<file path="src/rtl/ispm_stream_loader_pkg.sv">
// Shared types and constants for the instruction-scratchpad stream loader.
package ispm_stream_loader_pkg;

  typedef enum logic [2:0] {
    StIdle,
    StHdr,
    StData,
    StCsum,
    StErr
  } state_e;

  localparam logic [7:0]  SyncDefault  = 8'hA5;
  localparam int unsigned BytesPerWord = 4;

endpackage

</file>
<file path="src/rtl/ispm_stream_loader.sv">
// Byte-stream frame loader writing 32-bit LE words into the ISPM BRAM write port.
// Define ISPM_LOADER_CHECKSUM_EN to require a trailing XOR checksum byte per frame.
module ispm_stream_loader
  import ispm_stream_loader_pkg::*;
#(
  parameter int unsigned DATA = 32,
  parameter int unsigned ADDR = 10,
  parameter logic [7:0]  SYNC = SyncDefault
) (
  input  logic            clk,
  input  logic            reset,
  input  logic            in_valid,
  input  logic [7:0]      in_data,
  output logic            in_ready,
  output logic            mem_wr,
  output logic [ADDR-1:0] mem_addr,
  output logic [DATA-1:0] mem_din,
  output logic            core_hold,
  output logic            done,
  output logic            error
);

  localparam logic [16:0] DepthW = 17'd1 << ADDR;

  state_e            state_q, state_d;
  logic [1:0]        idx_q, idx_d;
  logic [23:0]       hdr_q, hdr_d;
  logic [15:0]       words_q, words_d;
  logic [7:0]        csum_q, csum_d;
  logic              mem_wr_q, mem_wr_d;
  logic [ADDR-1:0]   mem_addr_q, mem_addr_d;
  logic [DATA-1:0]   mem_din_q, mem_din_d;
  logic              hold_q, hold_d;
  logic              done_q, done_d;
  logic              error_q, error_d;

  logic [15:0] hdr_addr;
  logic [15:0] hdr_cnt;
  logic [16:0] hdr_end;
  logic        hdr_bad;

  // Header fields are valid when the 4th header byte is on in_data.
  assign hdr_addr = hdr_q[15:0];
  assign hdr_cnt  = {in_data, hdr_q[23:16]};
  assign hdr_end  = {1'b0, hdr_addr} + {1'b0, hdr_cnt};
  assign hdr_bad  = ((hdr_addr >> ADDR) != 16'd0) || (hdr_end > DepthW);

  assign in_ready = 1'b1;

  always_comb begin
    state_d    = state_q;
    idx_d      = idx_q;
    hdr_d      = hdr_q;
    words_d    = words_q;
    csum_d     = csum_q;
    mem_wr_d   = 1'b0;
    mem_addr_d = mem_wr_q ? mem_addr_q + ADDR'(1) : mem_addr_q;
    mem_din_d  = mem_din_q;
    hold_d     = hold_q;
    done_d     = 1'b0;
    error_d    = error_q;

    case (state_q)
      StIdle: begin
        if (in_valid && in_data == SYNC) begin
          state_d = StHdr;
          idx_d   = 2'd0;
          csum_d  = 8'h00;
          error_d = 1'b0;
          hold_d  = 1'b1;
        end
      end
      StHdr: begin
        if (in_valid) begin
          csum_d = csum_q ^ in_data;
          idx_d  = idx_q + 2'd1;
          if (idx_q != 2'd3) begin
            hdr_d = {in_data, hdr_q[23:8]};
          end else begin
            words_d    = hdr_cnt;
            mem_addr_d = hdr_addr[ADDR-1:0];
            if (hdr_bad) begin
              state_d = StErr;
            end else if (hdr_cnt == 16'd0) begin
`ifdef ISPM_LOADER_CHECKSUM_EN
              state_d = StCsum;
`else
              done_d  = 1'b1;
              hold_d  = 1'b0;
              state_d = StIdle;
`endif
            end else begin
              state_d = StData;
            end
          end
        end
      end
      StData: begin
        if (words_q == 16'd0) begin
          // Final write is on the bus this cycle; finish the frame.
          done_d  = 1'b1;
          hold_d  = 1'b0;
          state_d = StIdle;
        end else if (in_valid) begin
          csum_d = csum_q ^ in_data;
          idx_d  = idx_q + 2'd1;
          mem_din_d[{idx_q, 3'b000} +: 8] = in_data;
          if (idx_q == 2'd3) begin
            mem_wr_d = 1'b1;
            words_d  = words_q - 16'd1;
`ifdef ISPM_LOADER_CHECKSUM_EN
            if (words_q == 16'd1) state_d = StCsum;
`endif
          end
        end
      end
      StCsum: begin
        if (in_valid) begin
          if (in_data == csum_q) begin
            done_d  = 1'b1;
            hold_d  = 1'b0;
            state_d = StIdle;
          end else begin
            state_d = StErr;
          end
        end
      end
      StErr: begin
        error_d = 1'b1;
        hold_d  = 1'b0;
        state_d = StIdle;
      end
      default: state_d = StIdle;
    endcase
  end

  always_ff @(posedge clk) begin
    if (reset) begin
      state_q    <= StIdle;
      idx_q      <= 2'd0;
      hdr_q      <= 24'd0;
      words_q    <= 16'd0;
      csum_q     <= 8'h00;
      mem_wr_q   <= 1'b0;
      mem_addr_q <= '0;
      mem_din_q  <= '0;
      hold_q     <= 1'b0;
      done_q     <= 1'b0;
      error_q    <= 1'b0;
    end else begin
      state_q    <= state_d;
      idx_q      <= idx_d;
      hdr_q      <= hdr_d;
      words_q    <= words_d;
      csum_q     <= csum_d;
      mem_wr_q   <= mem_wr_d;
      mem_addr_q <= mem_addr_d;
      mem_din_q  <= mem_din_d;
      hold_q     <= hold_d;
      done_q     <= done_d;
      error_q    <= error_d;
    end
  end

  assign mem_wr    = mem_wr_q;
  assign mem_addr  = mem_addr_q;
  assign mem_din   = mem_din_q;
  assign core_hold = hold_q;
  assign done      = done_q;
  assign error     = error_q;

endmodule
</file>
<file path="config.mk">
export PLATFORM = sky130hd
export DESIGN_NAME = ispm_stream_loader
export DESIGN_NICKNAME = d
export VERILOG_FILES = /design/src/rtl/ispm_stream_loader_pkg.sv /design/src/rtl/ispm_stream_loader.sv
export SDC_FILE = /design/constraint.sdc
export NUM_CORES = 1
export LEC_CHECK = 0
export BUFFER_PORTS_ARGS = -buffer_cell sky130_fd_sc_hd__buf_2
export CORE_UTILIZATION = 35
export DETAILED_ROUTE_END_ITERATION = 10
export SETUP_SLACK_MARGIN = 0.05
export SLEW_MARGIN = 20
export SYNTH_ARGS = -nofsm -noshare
export SYNTH_HDL_FRONTEND = slang
export SYNTH_SLANG_ARGS = --single-unit
</file>
<file path="constraint.sdc">
create_clock -name clk -period 3 [get_ports clk]
set_input_delay 0.45 -clock clk [delete_from_list [all_inputs] [get_ports clk]]
set_output_delay 0.45 -clock clk [all_outputs]
set_load 0.01 [all_outputs]
</file>
=== After elaboration in Yosys (flattened, before gate mapping) ===
Cells that the tools add are included.
Widths: inputs -> output; s select.

* Logic and storage cells: 108
* Register bits: 99
* Input port bits: 11
* Output and inout bits: 47

* Eq/ne operators: 19
* Magnitude comparators: 1
* Reduce and logical (&&, ||, !) cells: 18
* $add $sub $neg: 5
* Bitwise operators: 4
* Shift operators: 2
* Mux-type cells: 48

{| class="wikitable"
|+ Operators by type and width
! kind !! number
|-
| $mux 16 || 5
|-
| $mux 10 || 4
|-
| $bwmux 32 || 1
|-
| $logic_not 16->1 || 2
|-
| $pmux 16 s2 || 1
|-
| $shift 8x7->32 const A || 1
|-
| $shiftx 8x7->32 || 1
|-
| $mux 8 || 3
|-
| $ne 2x2->1 const B || 12
|-
| $pmux 8 s3 || 1
|-
| $mux 3 || 7
|-
| $add 16x16->17 || 1
|-
| $gt 17x11->1 const B || 1
|-
| $mux 1 || 17
|-
| $reduce_bool 16->1 || 1
|-
| $sub 16x1->16 const B || 1
|-
| $pmux 3 s4 || 1
|-
| $add 10x1->10 const B || 1
|-
| $reduce_and 3->1 || 3
|-
| $reduce_and 9->1 || 1
|-
| $eq 8x8->1 || 1
|-
| $eq 8x8->1 const B || 1
|-
| $mux 2 || 4
|-
| $xor 8x8->8 || 1
|-
| other kinds (21) || 25
|}

=== Depth between registers and ports, before layout ===
Gate-level depths: netlist of the first run.

* Depth after elaboration: 7
* Gate-level depth with buffers: 11
* Mapped depth without buffers: 10

=== Least setup slack after synthesis of the first run ===
No wires, ideal clock.

* Path type: input port to flip-flop
* Start point: input port in_data[0]
* End point: register state_q[2]
* Stages: 10
* Required time: 2.919 ns
* Setup time: 0.081 ns
* Buffers on the path: 1
* Data arrival time: 2.553 ns
* Setup slack: 0.367 ns
* Path through: ha_1 buf_6 a21o_1 a2111oi_2 or3b_1 and3_1 o2111ai_1 a211oi_2 a21o_2 a211oi_2

* Cells in the longest elaborated chain, start to end: 7
* Elaborated cells on any way between the ends: 14
* Those cells by class: 1 x add/sub; 1 x order compare; 3 x eq/ne; 6 x mux; 3 x reduce/logical

{| class="wikitable"
|+ RTL lines
! what !! line !! text
|-
| start, declared || ispm_stream_loader.sv:13 || <nowiki>input logic [7:0] in_data,</nowiki>
|-
| $add 16x16->17 || ispm_stream_loader.sv:45 || <nowiki>assign hdr_end = {1'b0, hdr_addr} + {1'b0, hdr_cnt};</nowiki>
|-
| $gt 17x11->1 || ispm_stream_loader.sv:46 || <nowiki>assign hdr_bad = ((hdr_addr >> ADDR) != 16'd0) || (hdr_end > DepthW);</nowiki>
|-
| $logic_or 1x1->1 || ispm_stream_loader.sv:46 ||
|-
| $mux 3 || ispm_stream_loader.sv:82 || <nowiki>if (hdr_bad) begin</nowiki>
|-
| $mux 3 || ispm_stream_loader.sv:77 || <nowiki>if (idx_q != 2'd3) begin</nowiki>
|-
| $mux 3 || ispm_stream_loader.sv:74 || <nowiki>if (in_valid) begin</nowiki>
|-
| $pmux 3 s4 || ispm_stream_loader.sv:63 || <nowiki>case (state_q)</nowiki>
|-
| end signal, assigned || ispm_stream_loader.sv:139 || <nowiki>state_q <= StIdle;</nowiki>
|-
| end signal, assigned || ispm_stream_loader.sv:151 || <nowiki>state_q <= state_d;</nowiki>
|-
| end, declared || ispm_stream_loader.sv:25 || <nowiki>state_e state_q, state_d;</nowiki>
|}

Parallel ways exist; a longest one is shown, timed or not. The select of a mux whose other input is x is not followed.
A chain may end at the register's enable or synchronous reset.

=== Worst setup path after layout of the first run ===
* Start point: register hdr_q[0]
* End point: register done_q (netlist: done)

* Cells in the longest elaborated chain, start to end: 7

{| class="wikitable"
|+ RTL lines
! what !! line !! text
|-
| start, declared || ispm_stream_loader.sv:27 || <nowiki>logic [23:0] hdr_q, hdr_d;</nowiki>
|-
| start signal, assigned || ispm_stream_loader.sv:153 || <nowiki>hdr_q <= hdr_d;</nowiki>
|-
| $add 16x16->17 || ispm_stream_loader.sv:45 ||
|-
| $gt 17x11->1 || ispm_stream_loader.sv:46 ||
|-
| $logic_or 1x1->1 || ispm_stream_loader.sv:46 ||
|-
| $mux 1 || ispm_stream_loader.sv:82 ||
|-
| $mux 1 || ispm_stream_loader.sv:77 ||
|-
| $mux 1 || ispm_stream_loader.sv:74 ||
|-
| $pmux 1 s3 || ispm_stream_loader.sv:63 ||
|-
| end signal, assigned || ispm_stream_loader.sv:160 || <nowiki>done_q <= done_d;</nowiki>
|-
| end, declared || ispm_stream_loader.sv:34 || <nowiki>logic done_q, done_d;</nowiki>
|}

No other way between the ends.

==> summary.txt, run 1 <==
Run status
  • Outcome: completed

Place
  • Setup WS pre-CTS: 0.111 ns
  • RePlAce Congestion: 0.837
  • Detailed placer's ending HPWL: 10500 µm
  • PortBufs: 56
  • DP Area: 6000 µm²

Synthesis
  • Largest family of logic cells by synthesized area: simple AND/OR/NAND/NOR gates
  • Adder-Cell Fraction of Synth Area: 5.91%
  • Cell count after synthesis: 717
  • FFs w/ async S/R, synth: 0%
  • Synth Warn #: 0
  • #FFs+latches synth: 99
  • Synth Area in Simple Gates: 26.0%
  • Compound-Gate Fraction of Synth Area: 22.4%
  • Post-synthesis mux area share: 0.577%
  • Mapped cell area: 5420 µm²
  • Synth unique cells: 57
  • Synthesized Nets: 753
  • Yosys top cell by area: dfxtp_1
  • Post-synth EDFFs: 0
  • Xor and xnor fraction of the mapped netlist area: 3.71%
  • Area share of the leading cell type in the synthesized netlist: 36.5%
  • Seq/Total Area, Yosys: 36.5%
  • Most used DFF post-synth: dfxtp_1
  • Synth area leaders: dfxtp_1 37%, a21oi_1 9.1%, nand2_1 8.2%
  • Mean Syn Cell Area: 7.56 µm²

STA
  • Final worst setup slack: 0.158 ns
  • Setup TNS: 0 ns
  • Period utilization: 94.7%
  • Clock Skew: 0.0110 ns
  • Final Max Tran Viols: 0
  • Measured slew at the worst slew-check pin: 0.849 ns
  • Fmax: 352 MHz
  • Fin crit period: 2.84 ns
  • Final Setup Violations: 0
  • Max-slew headroom: 43.4%
  • Hold_ws: 0.447 ns
  • Endpoints failing hold: 0

GRT
  • Vias in the first global route: 4816
  • First-pass GRT wire length: 24800 µm
  • Largest net degree at the start of global routing: 99
  • Overflow after GRT: 0
  • Initial antenna violation count: 0
  • GRT Util Overall: 19.4%

Routing
  • DRC: 0
  • DR vias: 5190
  • Drt first pass iters: 5
  • DR WL/cell: 15.8 µm
  • Final WL: 15200 µm
  • Vias/cell: 5.40
  • 1st-iter DRT viols: 419
  • Detail Route Antenna Nets: 0

Power and ir drop
  • VDD IR-drop max: 0.282 mV
  • LEAKAGE: 2.43 nW
  • Power density over the cells: 417 nW/µm²

CTS
  • CTS tree: yes
  • Clk_lat worst skew: 0.35 ns
  • Hold_buf cts: 0
  • Max Buffers Root-to-Sink: 2
  • Clock root buffer: clkbuf_16
  • H-tree levels: 3
  • Worst-path clk slew: 0.07 ns
  • Sink Count: 99
  • Cts bufs inserted: 9

Final layout
  • Diode count: 0
  • Final #Nets: 805
  • Fraction of layout instances using a drive strength above 1: 15.9%
  • Fin util: 41.9%
  • FF/Latch Area: 1980 µm²
  • Footprint of the multi-input gates: 3210 µm²
  • Commonest non-fill, non-tap cells in the layout: 119 x nand2_1, 99 x a21oi_1, 99 x dfxtp_1
  • Fillers: 1581
  • Synth-to-Final Area Change: 16.9%
  • Leading cell type in the layout, fill and taps excluded: nand2_1
  • Final instance area: 6340 µm²

Floorplanning
  • Die area: 16000 µm²
  • Initial Utilization: 35.8%
  • Num rows: 45
  • Die height: 126 µm
  • Core Box Area: 15100 µm²
  • # IOs: 58
  • Die W: 126 µm

Worst setup path
  • Worst EP arrival: 3.12 ns
  • Startpoint types: flop
  • Worst Setup End Kind: flop
  • WS Path Type: flop to flop
  • Worst endpoint required time: 3.27 ns
  • Crit Path Max Fanout: 3

Min path
  • Worst hold path type: flop to flop

Flow run
  • Total of max-cap violations: 0
-- synth_stat cells, types with 10 or more instances --
cell / n
o21ai_0: 29
xnor2_1: 12
nand4_1: 10
nand3b_1: 11
dfxtp_1: 99
nor2_1: 63
inv_1: 11
clkbuf_1: 39
xor2_1: 11
nand3_1: 48
nand2_1: 119
nor3_1: 22
a211oi_1: 17
ha_1: 24
a21oi_1: 99
-- state kept, by name, indices dropped and copies added (netlist names), 2 cells and up --
register  flops
hdr_q        24
csum_q        8
words_q      16
state_q       3
idx_q         2
mem_addr     10
mem_din      32
-- logic make-up (layout without fill, tap and decap cells) --
logic type,Yosys count,after routing
AOI/OAI and AO/OA,200,200
DFF,99,99
and+or+nand+nor,306,306
other,1,1
buffers and inverters,60,117
adders and majority gates,25,25
xor gates and xnor gates,23,23
muxes,3,3
-- metal layers --
| metal | track usage [%] | share of wire (%) | wire length (µm) |
|---|---|---|---|
| met5 | 0 | 0 | 0 |
| met4 | 4.54 | 1.6 | 239 |
| met3 | 4.18 | 4.7 | 714 |
| met2 | 31.1 | 46 | 6920 |
| met1 | 26.6 | 48 | 7310 |
-- timing repair --
item                                    4_1_cts  5_1_grt
hold endpoints to repair                      0        0
endpoints found under the setup margin        0        4
buffers inserted                              0        1
resized for setup                             0        4
-- critical path, stage by stage (launching register included) --
cell,delay (ns)
dfxtp_1,0.33
ha_1,0.23
fa_2,0.38
a211o_1,0.31
a221oi_1,0.26
a41oi_1,0.09
nor4_2,0.34
a31oi_1,0.16
a211oi_2,0.22
buf_4,0.17
a41oi_2,0.11
o22ai_1,0.18
-- through the flow --
stage,total power [mW],instances
CTS,2.66,961
global route,2.72,962
global placement,1.46,945
floorplan,1.41,717
detailed placement,1.46,945
finish,2.64,962
-- layout make-up --
cell class                 instances  share of cell area (%)
clock inverter                     5                   0.947
clock buffer                      11                    3.99
inverter                          11                   0.651
sequential                        99                    31.3
multi-input combinational        558                    50.6
timing repair buffer              90                    8.84
tap                              188                    3.71
-- final timing paths --
| check | startpoint | to | slack, ns | depth (start not counted) |
|---|---|---|---|---|
| max | hdr_q[0] | done | 0.16 | 11 |
| min | mem_din[16] | mem_din[16] | 0.45 | 2 |
| max reg2reg | hdr_q[0] | done | 0.16 | 11 |
| min reg2reg | mem_din[16] | mem_din[16] | 0.45 | 2 |
-- report_power, final --
group / switching [mW] / leakage, nW / internal, mW / total (mW)
Clock: 0.518 / 0.152 / 0.696 / 1.21
Sequential: 0.000193 / 0.797 / 1.31 / 1.31
Combinational: 0.0814 / 1.48 / 0.0350 / 0.116
Power figures use the tool's default switching activity.
==> run 2: changes to the inputs <==
- ABC_AREA: default -> 0
- GPL_TIMING_DRIVEN: default -> 0
- MAX_ROUTING_LAYER: default -> met4
==> run 2 against run 1 <==
Setup slack lost 0.013 ns. Worst hold slack gained 0.0061 ns. Largest power group unchanged. Non-clock buffer count grew 22. Cell area grew 2.0%. Combinational power grew 6%. Core utilization grew 0.83 points. Largest cell class unchanged. Global-route usage grew 1.9 points. Sequential share of layout area shrank 0.36 points. Via count grew 4.2%.
==> summary.txt, run 2 (synthesized netlist as in run 1, its figures left out) <==
Min path
  • Worst Hold End: mem_din[27]
  • WHS Path Cells: 2
  • Worst hold path type: flop to flop
  • HP Start: mem_din[27]

Floorplanning
  • Die area: 16000 µm²
  • # IOs: 58
  • Die W: 126 µm
  • Initial Utilization: 35.8%
  • Core Box Area: 15100 µm²
  • Die height: 126 µm
  • Num rows: 45

Worst setup path
  • RR Startpoint: hdr_q[23]
  • Worst Setup End Kind: flop
  • WS Path Type: flop to flop
  • Worst endpoint required time: 3.28 ns
  • Crit Path Max Fanout: 7
  • Cell count of the worst reg-to-reg path: 11
  • CP Cell Sequence: ha_1, nand2_1, o22ai_1, or3b_4, and3_1, o2111ai_2, a211oi_2, buf_4, buf_4, a21o_2, a211oi_2
  • Worst EP arrival: 3.14 ns
  • Slowest cell on the critical path: dfxtp_1
  • Top Family by Delay on Critical Path: compound AO/OA/AOI/OAI gates
  • Crit path from: hdr_q[23]
  • Slowest Stage Delay on Critical Path: 0.50 ns
  • Startpoint types: flop
  • CP bufs+invs: 2
  • R2R setup slack: 0.15 ns
  • Critical R2R Capture: state_q[2]

Routing
  • Detail Route Antenna Nets: 0
  • DR WL/cell: 16.6 µm
  • Final WL: 16300 µm
  • DR vias: 5408
  • 1st-iter DRT viols: 353
  • Drt first pass iters: 5
  • DRC: 0
  • Vias/cell: 5.50

STA
  • Endpoints failing hold: 0
  • Final Setup Violations: 0
  • Hold_ws: 0.453 ns
  • Final Max Tran Viols: 0
  • Measured slew at the worst slew-check pin: 1.03 ns
  • Clock Skew: 0.0125 ns
  • Max-slew headroom: 30.9%
  • Fmax: 350 MHz
  • RSZ-0062 raised after global routing: no
  • Fin crit period: 2.85 ns
  • Period utilization: 95.2%

Power and ir drop
  • Sequential share of power: 49.8%
  • Clock share of power: 45.5%
  • NetSw: 0.633 mW
  • LEAKAGE: 2.40 nW
  • Internal Pwr Total: 2.00 mW
  • Power density over the cells: 407 nW/µm²
  • Logic gate share of total power: 4.7%
  • VDD IR-drop max: 0.286 mV
  • Sw Ratio: 24.0%

GRT
  • First-pass GRT wire length: 25900 µm
  • Vias in the first global route: 4831
  • Initial antenna violation count: 0
  • GRT Util Overall: 21.3%
  • Overflow after GRT: 0
  • Largest net degree at the start of global routing: 18

CTS
  • Clock root buffer: clkbuf_16
  • Max Buffers Root-to-Sink: 2
  • Clk_lat worst skew: 0.36 ns
  • Worst-path clk slew: 0.07 ns
  • CTS tree: yes
  • Hold_buf cts: 0
  • Sink Count: 99
  • H-tree levels: 3
  • Cts bufs inserted: 9

Final layout
  • Fraction of layout instances using a drive strength above 1: 16.1%
  • Fin util: 42.7%
  • Diode count: 0
  • Commonest non-fill, non-tap cells in the layout: 119 x nand2_1, 95 x a21oi_1, 92 x dfxtp_1
  • Synth-to-Final Area Change: 19.2%
  • Leading cell type in the layout, fill and taps excluded: nand2_1
  • Final #Nets: 827
  • Fillers: 1554
  • Max FFs per register: 32

Place
  • PortBufs: 55
  • RePlAce Congestion: 0.887
  • Detailed placer's ending HPWL: 11200 µm

Run status
  • Outcome: completed

Flow run
  • Total of max-cap violations: 0
[run 2: power groups by stage]
stage                     logic, mW  clock network, mW  registers [mW]
after global routing          0.132               1.27            1.31
final                         0.123               1.20            1.31
after global placement        0.118                  0            1.34
after CTS                     0.118               1.22            1.31
after detailed placement      0.117                  0            1.34
after floorplan              0.0685                  0            1.34
[run 2: per-stage QoR]
step	cell area [µm²]	cells	TNS (ns)	worst slack (ns)	power [mW]
floorplan	5420	717	0	0.367	1.41
global placement	5930	960	-0.814	-0.381	1.46
detailed placement	5930	960	-0.829	-0.390	1.46
CTS	6290	979	0	0.0614	2.65
global route	6460	984	0	0.0511	2.71
finish	6460	984	0	0.145	2.63
[run 2: tightest hold or removal path, cell delays in order (launching register included)]
cell,delay (ns)
dfxtp_1,0.31
nand2_1,0.05
a21oi_1,0.05
[run 2: what timing repair did]
action                                  CTS  global route
endpoints found under the setup margin    4            39
gates resized for setup                  10            29
pin swaps                                 4            10
setup buffers                             3             5
[run 2: cell type report]
class                           instances  area (µm²)  area share, %
Multi-Input combinational cell        558        3330           51.6
Clock inverter                          7        76.3           1.18
Tap cell                              188         235           3.64
Sequential cell                        99        2000           30.9
Clock buffer                            9         225           3.48
Buffer                                 49         220           3.41
Timing Repair Buffer                   63         335           5.19
Inverter                               11        41.3          0.639
[run 2: per-layer routing]
metal / up-vias / GRT usage [%] / wire length [µm]
met4: 0 / 8.08 / 320
li1: 2688 / - / -
met5: - / - / 0
met1: 2550 / 28.7 / 7960
met3: 23 / 3.08 / 755
met2: 147 / 32.4 / 7290
[run 2: how the worst max path moves through the flow]
stage	end	cells past startpoint
final	state_q[2]	11
after global routing	state_q[2]	12
after CTS	state_q[2]	12
after detailed placement	done	10
after global placement	done	10
after floorplan	state_q[2]	10
==> run 3: changes to the inputs <==
- CORE_ASPECT_RATIO: default -> 1.2
==> run 3 against run 2 <==
Combinational power shrank 3%. Critical endpoint unchanged. Non-clock buffer count down 7. Worst hold slack worse by 0.0024 ns. Critical path depth unchanged.
==> summary.txt, run 3 (synthesized netlist as in run 1, its figures left out) <==
Routing
  • Drt first pass iters: 5
  • DR vias: 5345
  • Met2 WL post-DR: 7120 µm
  • 1st-iter DRT viols: 295
  • Detail Route Antenna Nets: 0
  • Met3 WL: 783 µm
  • Top routing layer in use: met4
  • Vias/cell: 5.38
  • Final WL: 15700 µm
  • Post-Route M1 WL: 7460 µm
  • DR WL/cell: 15.8 µm
  • DRC: 0

Floorplanning
  • Die area: 16000 µm²
  • Die height: 138 µm
  • Num rows: 49
  • Initial Utilization: 36.0%
  • Core Box Area: 15100 µm²
  • # IOs: 58
  • Die W: 116 µm

Worst setup path
  • Worst EP arrival: 3.14 ns
  • Crit Path Max Fanout: 5
  • Slowest Stage Delay on Critical Path: 0.44 ns
  • WS Path Type: flop to flop
  • Startpoint types: flop
  • Worst Setup End Kind: flop
  • CP Cell Sequence: ha_2, fa_2, a211oi_4, o21ai_0, a211oi_1, xor2_1, a31oi_1, a211oi_2, buf_4, a21o_2, a211oi_2
  • Most frequent CP cell: a211oi_2
  • Worst endpoint required time: 3.27 ns
  • Slowest cell on the critical path: fa_2
  • CP bufs+invs: 1
  • Top Family by Delay on Critical Path: compound AO/OA/AOI/OAI gates

Run status
  • Outcome: completed

STA
  • Final Setup Violations: 0
  • Period utilization: 95.6%
  • Hold_ws: 0.450 ns
  • Measured slew at the worst slew-check pin: 0.881 ns
  • RSZ-0062 raised after global routing: no
  • Final worst setup slack: 0.131 ns
  • Fmax: 349 MHz
  • Max-slew headroom: 41.2%
  • Final Max Tran Viols: 0
  • Fin crit period: 2.87 ns
  • Endpoints failing hold: 0
  • Clock Skew: 0.00740 ns

Power and ir drop
  • NetSw: 0.609 mW
  • Sequential share of power: 48.9%
  • Sw Ratio: 22.7%
  • VDD IR-drop max: 0.342 mV
  • Clock share of power: 46.6%
  • Logic gate share of total power: 4.4%
  • Internal Pwr Total: 2.07 mW
  • Power Total: 2.68 mW
  • Power density over the cells: 422 nW/µm²
  • LEAKAGE: 2.37 nW

Final layout
  • Fillers: 1609
  • Leading cell type in the layout, fill and taps excluded: nand2_1
  • FF/Latch Area: 1990 µm²
  • Fraction of layout instances using a drive strength above 1: 13.8%
  • Footprint of the multi-input gates: 3260 µm²
  • Commonest non-fill, non-tap cells in the layout: 119 x nand2_1, 97 x a21oi_1, 95 x dfxtp_1
  • Max FFs per register: 32
  • Synth-to-Final Area Change: 17.3%
  • Diode count: 0
  • Final #Nets: 820

Min path
  • Worst hold path type: flop to flop

Place
  • Detailed placer's ending HPWL: 11100 µm
  • RePlAce Congestion: 0.862
  • Setup WS pre-CTS: -0.340 ns
  • PortBufs: 55

GRT
  • Largest net degree at the start of global routing: 17
  • Vias in the first global route: 5003
  • GRT Util Overall: 21.1%
  • First-pass GRT wire length: 25600 µm
  • Initial antenna violation count: 0
  • Overflow after GRT: 0

CTS
  • Max Buffers Root-to-Sink: 2
  • Clk_lat worst skew: 0.36 ns
  • Cts bufs inserted: 9
  • CTS tree: yes
  • Clock root buffer: clkbuf_16
  • Worst-path clk slew: 0.07 ns
  • H-tree levels: 3
  • Sink Count: 99

Flow run
  • Total of max-cap violations: 0
## run 3: path summary, 6_finish.rpt
path / startpoint / end / slack (ns) / depth (start not counted)
max: hdr_q[16] / state_q[2] / 0.13 / 11
min: mem_din[14] / mem_din[14] / 0.45 / 2
max reg2reg: hdr_q[16] / state_q[2] / 0.13 / 11
min reg2reg: mem_din[14] / mem_din[14] / 0.45 / 2
## run 3: layout make-up
cell class              count  share of cell area (%)
clock buffers               9                    3.54
flip-flops and latches     99                    31.2
inverters                  11                   0.649
plain buffers              49                    3.46
repair buffers             56                    4.45
multi-input cells         558                    51.2
well taps                 204                    4.01
clock inverters             7                    1.44
## run 3: power by group through the flow
stage	clock [mW]	combinational, mW	sequential [mW]
finish	1.25	0.119	1.31
global route	1.33	0.129	1.31
detailed placement	0	0.116	1.34
CTS	1.27	0.117	1.31
global placement	0	0.116	1.34
floorplan	0	0.0685	1.34
## run 3: timing repair
| item | in CTS | in global routing |
|---|---|---|
| resized for setup | 6 | 14 |
| setup endpoints to repair | 4 | 41 |
| pin swaps | 4 | 6 |
| setup buffers | 1 | 0 |
| hold buffers | 0 | 0 |
## run 3: tightest hold or removal path, cell delays in order, from the launching register on
cell     delay, ns
dfxtp_1       0.31
nand2_1       0.05
a21oi_1       0.05
## run 3: routing by layer
layer,GRT usage (%),vias to the layer above
met5,-,-
met4,7.15,0
met3,4.12,23
met2,31.8,140
met1,28.0,2508
li1,-,2674
## run 3: stage by stage
| step | instances | instance area [µm²] | TNS (ns) | utilization [%] |
|---|---|---|---|---|
| global placement | 976 | 5950 | -1.04 | 39.5 |
| finish | 993 | 6360 | 0 | 42.2 |
| floorplan | 717 | 5420 | 0 | - |
| detailed placement | 976 | 5950 | -0.909 | 39.5 |
| global route | 993 | 6360 | 0 | 42.2 |
| CTS | 993 | 6310 | 0 | 41.8 |
